## config.mk

```make
export PLATFORM = sky130hd
export DESIGN_NAME = fetch_hazard_ctrl
export DESIGN_NICKNAME = d
export VERILOG_FILES = /design/src/rtl/pipeline_pkg.sv /design/src/rtl/fetch_hazard_ctrl_hazard_detect.sv /design/src/rtl/fetch_hazard_ctrl.sv
export SDC_FILE = /design/constraint.sdc
export NUM_CORES = 1
export LEC_CHECK = 0
export BUFFER_PORTS_ARGS = -buffer_cell sky130_fd_sc_hd__buf_2
export CORE_UTILIZATION = 45
export CTS_CLUSTER_DIAMETER = 80
export DETAILED_ROUTE_END_ITERATION = 7
export GPL_ROUTABILITY_DRIVEN = 1
export GPL_TIMING_DRIVEN = 1
export PLACE_DENSITY = 0.87
export SLEW_MARGIN = 10
export SYNTH_ARGS = -nofsm -noshare
export SYNTH_HDL_FRONTEND = slang
export SYNTH_HIERARCHICAL = 1
export SYNTH_SLANG_ARGS = --single-unit
```

## constraint.sdc

```tcl
create_clock -name clk -period 2.8 [get_ports clk]
set_clock_uncertainty 0.1 [all_clocks]
set_input_delay 0 -clock clk [delete_from_list [all_inputs] [get_ports clk]]
set_output_delay 0 -clock clk [all_outputs]
set_load 0.01 [all_outputs]
```

## src/rtl/pipeline_pkg.sv

```systemverilog
// Shared pipeline encodings: next-PC source, forwarding select, result source and fetch FSM states.
package pipeline_pkg;

  typedef enum logic [1:0] {
    PCSRC_PLUS4  = 2'b00,
    PCSRC_BRANCH = 2'b01,
    PCSRC_JALR   = 2'b10
  } pcsrc_t;

  typedef enum logic [1:0] {
    FWD_RF = 2'b00,
    FWD_W  = 2'b01,
    FWD_M  = 2'b10
  } fwd_t;

  localparam logic [1:0] RESULT_SRC_MEM = 2'b01;

  typedef enum logic {
    BOOT = 1'b0,
    RUN  = 1'b1
  } fetch_state_t;

endpackage

```

## src/rtl/fetch_hazard_ctrl_hazard_detect.sv

```systemverilog
// Combinational load-use detection and execute-stage operand forwarding selects.
// Zero latency; raises loadUse for the top to turn into a fetch stall.
module hazard_detect
  import pipeline_pkg::*;
#(
  parameter int REG_ADDR_WIDTH = 5
) (
  input  logic [1:0]                resultSrcE,
  input  logic [REG_ADDR_WIDTH-1:0] rs1D,
  input  logic [REG_ADDR_WIDTH-1:0] rs2D,
  input  logic [REG_ADDR_WIDTH-1:0] rs1E,
  input  logic [REG_ADDR_WIDTH-1:0] rs2E,
  input  logic [REG_ADDR_WIDTH-1:0] rdE,
  input  logic [REG_ADDR_WIDTH-1:0] rdM,
  input  logic [REG_ADDR_WIDTH-1:0] rdW,
  input  logic                      regWriteM,
  input  logic                      regWriteW,
  output logic                      loadUse,
  output logic [1:0]                forwardAE,
  output logic [1:0]                forwardBE
);

  // Memory stage holds the younger value, so it wins over writeback.
  function automatic fwd_t fwdSel(input logic [REG_ADDR_WIDTH-1:0] rs);
    if (regWriteM && (rdM != '0) && (rdM == rs)) return FWD_M;
    if (regWriteW && (rdW != '0) && (rdW == rs)) return FWD_W;
    return FWD_RF;
  endfunction

  always_comb begin
    loadUse   = (resultSrcE == RESULT_SRC_MEM) && (rdE != '0) &&
                ((rdE == rs1D) || (rdE == rs2D));
    forwardAE = fwdSel(rs1E);
    forwardBE = fwdSel(rs2E);
  end

endmodule

```

## src/rtl/fetch_hazard_ctrl.sv

```systemverilog
// Fetch controller: PC register, boot FSM, next-PC select and pipeline-register strobes; strobes are same-cycle, PC one edge later.
// Load-use stalls hold PC and fetch reg, redirects flush both; FETCH_PERF_EN adds saturating stall/flush counters.
module fetch_hazard_ctrl
  import pipeline_pkg::*;
#(
  parameter int                    DATA_WIDTH     = 32,
  parameter logic [DATA_WIDTH-1:0] RESET_PC       = '0,
  parameter int                    REG_ADDR_WIDTH = 5
) (
  input  logic                      clk,
  input  logic                      rst_n,
  input  logic [1:0]                PCSrcE_i,
  input  logic [DATA_WIDTH-1:0]     PCTargetE_i,
  input  logic [DATA_WIDTH-1:0]     ALUResultE_i,
  input  logic [1:0]                ResultSrcE_i,
  input  logic [REG_ADDR_WIDTH-1:0] Rs1D_i,
  input  logic [REG_ADDR_WIDTH-1:0] Rs2D_i,
  input  logic [REG_ADDR_WIDTH-1:0] Rs1E_i,
  input  logic [REG_ADDR_WIDTH-1:0] Rs2E_i,
  input  logic [REG_ADDR_WIDTH-1:0] RdE_i,
  input  logic [REG_ADDR_WIDTH-1:0] RdM_i,
  input  logic [REG_ADDR_WIDTH-1:0] RdW_i,
  input  logic                      RegWriteM_i,
  input  logic                      RegWriteW_i,
  output logic [DATA_WIDTH-1:0]     PCF_o,
  output logic [DATA_WIDTH-1:0]     PCPlus4F_o,
  output logic                      Fen_o,
  output logic                      Frst_o,
  output logic                      Den_o,
  output logic                      Drst_o,
  output logic [1:0]                ForwardAE_o,
  output logic [1:0]                ForwardBE_o
`ifdef FETCH_PERF_EN
  ,
  output logic [31:0]               StallCount_o,
  output logic [31:0]               FlushCount_o
`endif
);

  fetch_state_t          state;
  logic [DATA_WIDTH-1:0] pcReg;
  logic [DATA_WIDTH-1:0] pcPlus4;
  logic [DATA_WIDTH-1:0] pcNext;
  logic                  loadUse;
  logic                  redirect;
  logic                  stall;

  hazard_detect #(
    .REG_ADDR_WIDTH(REG_ADDR_WIDTH)
  ) u_hazard_detect (
    .resultSrcE(ResultSrcE_i),
    .rs1D      (Rs1D_i),
    .rs2D      (Rs2D_i),
    .rs1E      (Rs1E_i),
    .rs2E      (Rs2E_i),
    .rdE       (RdE_i),
    .rdM       (RdM_i),
    .rdW       (RdW_i),
    .regWriteM (RegWriteM_i),
    .regWriteW (RegWriteW_i),
    .loadUse   (loadUse),
    .forwardAE (ForwardAE_o),
    .forwardBE (ForwardBE_o)
  );

  assign pcPlus4  = pcReg + DATA_WIDTH'(4);
  assign redirect = (state == RUN) &&
                    ((PCSrcE_i == PCSRC_BRANCH) || (PCSrcE_i == PCSRC_JALR));
  // A redirect squashes the stalled instruction, so it overrides the stall.
  assign stall    = (state == RUN) && loadUse && !redirect;

  always_comb begin
    pcNext = pcPlus4;
    if (state == BOOT)                  pcNext = RESET_PC;
    else if (PCSrcE_i == PCSRC_BRANCH)  pcNext = PCTargetE_i;
    else if (PCSrcE_i == PCSRC_JALR)    pcNext = ALUResultE_i & ~DATA_WIDTH'(1);
    else if (loadUse)                   pcNext = pcReg;
  end

  always_ff @(posedge clk or negedge rst_n) begin
    if (!rst_n) begin
      state <= BOOT;
      pcReg <= RESET_PC;
    end else begin
      state <= RUN;
      pcReg <= pcNext;
    end
  end

  assign PCF_o      = pcReg;
  assign PCPlus4F_o = pcPlus4;
  assign Fen_o      = !stall;
  assign Frst_o     = (state == BOOT) || redirect;
  assign Drst_o     = (state == BOOT) || redirect || loadUse;
  assign Den_o      = 1'b1;

`ifdef FETCH_PERF_EN
  always_ff @(posedge clk or negedge rst_n) begin
    if (!rst_n) begin
      StallCount_o <= '0;
      FlushCount_o <= '0;
    end else begin
      if (stall && (StallCount_o != '1))    StallCount_o <= StallCount_o + 32'd1;
      if (redirect && (FlushCount_o != '1)) FlushCount_o <= FlushCount_o + 32'd1;
    end
  end
`endif

endmodule

```

==> impl_metrics.tcl <==
set metrics [dict create \
    run_status "complete, no violations" \
    cp-end-kind "output port" \
    drt_iter0_drc 250 \
    cts_buffers 5 \
    power.clock.fraction_pct 29.1 \
    cts_max_level 2 \
    whs_ns 0.00006889 \
    leakage_nw 2.061 \
    clk_latency_ns 0.29 \
    gr-total-overflow 0 \
    async_flop_share_pct 100.0 \
    synth_ff_type "dfrtp_1" \
    io_pins 179 \
    grt_max_degree 34 \
    dieArea_um2 7015 \
    synth-seq-cells 33 \
    hp-class "in2reg" \
    die_x_um 83.76 \
    fmax_ghz 0.4040 \
    rsz0062_at_grt "false" \
    drive_gt1_share_pct 35.79 \
    total_power_mw 1.649 \
    die_h_um 83.76 \
    vias 3786 \
    max_slew_margin_pct 47.02 \
    cp.required_ns 2.70 \
    power.switching_uw 570.5 \
    powerDensity_nw_per_um2 395.5 \
    worst_path_max_delay_cell "or4_1" \
    finish.utilization_pct 65.30 \
    ant_nets 0 \
    dr.pass1.iters 5 \
    antenna_found_initial 1 \
    core_area_um2 6386 \
    start_util_pct 47.10 \
    portBuffers 176 \
    report.final.slew_viol_count 0 \
    track_usage_pct 30.30 \
    cts_tree "done" \
    synth_warnings 6 \
    setup_viol 0 \
    clock_path_buffers 2 \
    peakVddDrop_mv 0.3826 \
    postCtsSetupRepairBufs 0 \
    cts-root-buf "clkbuf_8" \
    vias_per_cell 5.972 \
    start_kind "flip-flop" \
    critPathMaxFanout 7 \
    drt_wl_total_um 10770 \
    rows 29 \
    cts_sinks 33 \
    r2r_start "PCF_o[2]" \
    drv_cap 0 \
    startpoint "PCF_o[2]" \
    crit_path_max_incr_delay_ns 0.59 \
    place_congestion 0.8554 \
    grt_pass1_wl_um 17250 \
    p_seq_share_pct 37.4 \
    p_int_mw 1.079 \
    dp_hpwl_um 8066 \
    path_cells "ha_1 > nand3_1 > or2_1 > or4_1 > xnor2_1 > buf_2" \
    post-route-min-period_ns 2.475 \
    worstSetupPathType "reg2out" \
    grt_pass1_vias 3756 \
    hold_viol_final 0 \
    n_fill_cell 561 \
    critPathArrivalTime_ns 2.38 \
    cts.reportedPaths.clkPinSlew_ns 0.08 \
    synth_edf_count 0 \
    hp-start "PCTargetE_i[25]" \
    ys_types 52 \
    p_sw_share_pct 34.59 \
    p_comb_share_pct 33.5 \
    drc_errors 0 \
    min_period_over_period_pct 88.40 \
    yosysSeqAreaShare_pct 27.45 \
    syn_area_um2 3008 \
    num-nets-final 665 \
    finalSetupTns_ns 0 \
    area_growth_pct 38.64 \
    syn_inst 377 \
    rrSetupSlack_ns 0.40 \
    wire_per_inst_um 16.99 \
    hold_buffers 10 \
    postSynthAreaPerCell_um2 7.978 \
    cts_resized 0 \
    worst_slew_pin_slew_ns 0.7947 \
]
power groups by stage:
stage / Clock, mW / Sequential (mW) / Combinational [mW]
final: 0.481 / 0.616 / 0.552
after global routing: 0.503 / 0.624 / 0.601
after CTS: 0.480 / 0.613 / 0.550
after detailed placement: 0 / 0.621 / 0.534
after global placement: 0 / 0.616 / 0.516
after floorplan: 0 / 0.617 / 0.275
cells in the mapped netlist (3+ instances only):
cell type / instances / area (um2)
dfrtp_1: 33 / 825.8
nor2_1: 32 / 120.1
xnor2_1: 32 / 280.3
xor2_1: 26 / 227.7
nand3_1: 24 / 120.1
nand2_1: 18 / 67.56
o22ai_1: 18 / 112.6
o21ai_1: 15 / 75.07
clkbuf_1: 14 / 52.55
inv_1: 13 / 48.80
a21oi_1: 11 / 55.05
or4_1: 11 / 82.58
a22o_1: 10 / 87.58
o221ai_1: 10 / 87.58
o21ai_0: 9 / 45.04
and3_1: 8 / 50.05
a21o_1: 7 / 52.55
nand4_1: 7 / 43.79
a22oi_1: 6 / 45.04
o31ai_1: 6 / 45.04
nor3_1: 5 / 25.02
a31oi_1: 4 / 25.02
buf_2: 4 / 20.02
o211ai_1: 4 / 30.03
and4_1: 3 / 26.28
buf_4: 3 / 22.52
ha_1: 3 / 37.54
nor2b_1: 3 / 18.77
nor4_1: 3 / 18.77
o21a_1: 3 / 22.52
o2bb2ai_1: 3 / 26.28
per-layer routing:
metal,global-route usage (%),vias up,wire length (um)
met5,0,-,0
met3,4.649,23,857
li1,-,1749,-
met1,35.75,1807,4138
met4,13.87,0,244
met2,53.81,207,5532
metrics by stage:
stage | area (um2) | setup WS, ns | instances
5_1_grt | 4170 | 0.2207 | 634
2_1_floorplan | 3012 | 0.5538 | 378
3_5_place_dp | 3951 | 0.3711 | 615
6_report | 4170 | 0.3248 | 634
4_1_cts | 4168 | 0.3478 | 633
3_3_place_gp | 3951 | 0.4708 | 615
cell type report:
| type | count | area, um2 | share of cell area (%) |
|---|---|---|---|
| diodes | 1 | 2.502 | 0.06001 |
| clock buffers | 7 | 86.33 | 2.070 |
| clock inverters | 1 | 30.03 | 0.7201 |
| inverters | 16 | 60.06 | 1.440 |
| multi-input cells | 306 | 2023 | 48.51 |
| flip-flops and latches | 33 | 825.8 | 19.80 |
| well taps | 77 | 96.34 | 2.310 |
| repair buffers | 193 | 1046 | 25.08 |
layout by cell type, fill, tap and decap left out, types with 8 or more instances in the layout:
cell type	instances
buf_2	176
dfrtp_1	33
nor2_1	32
xnor2_1	32
xor2_1	26
nand3_1	24
nand2_1	18
o22ai_1	18
o21ai_1	15
inv_1	13
or4_1	11
a21oi_1	11
a22o_1	10
o221ai_1	10
dlygate4sd3_1	10
o21ai_0	9
and3_1	8
critical path: cells and delay by family (launching register included):
family | cells | cell delay [ns]
xor+xnor | 1 | 0.17
buf+inv | 1 | 0.15
flops | 1 | 0.45
simple gates | 3 | 1.04
fa+ha+maj | 1 | 0.28
state kept, by name (all words and copies together) (netlist names):
register  flops
state         1
PCF_o        32
worst paths after layout:
| path | cells after the start | to |
|---|---|---|
| worst max-delay path | 6 | PCPlus4F_o[28] |
| worst min-delay path | 3 | PCF_o[25] |
| worst max register to register | 6 | PCF_o[28] |
| worst min register to register | 1 | PCF_o[31] |
| max in group asynchronous | 2 | PCF_o[3] |
| min in group asynchronous | 2 | PCF_o[27] |
logic make-up (layout without fill, tap and decap cells):
kind of cell | count (synthesis) | in the layout | share of synthesized area [%]
AOI/OAI and AO/OA | 113 | 113 | 25.58
xor gates and xnor gates | 58 | 58 | 16.89
adders and majority gates | 3 | 3 | 1.248
buffers and inverters | 39 | 217 | 5.408
DFF | 33 | 33 | 27.45
muxes | 1 | 1 | 0.3328
other | 1 | 3 | 0.1247
and+or+nand+nor | 129 | 129 | 22.96
Note: power is estimated with default switching activity, not from simulation.
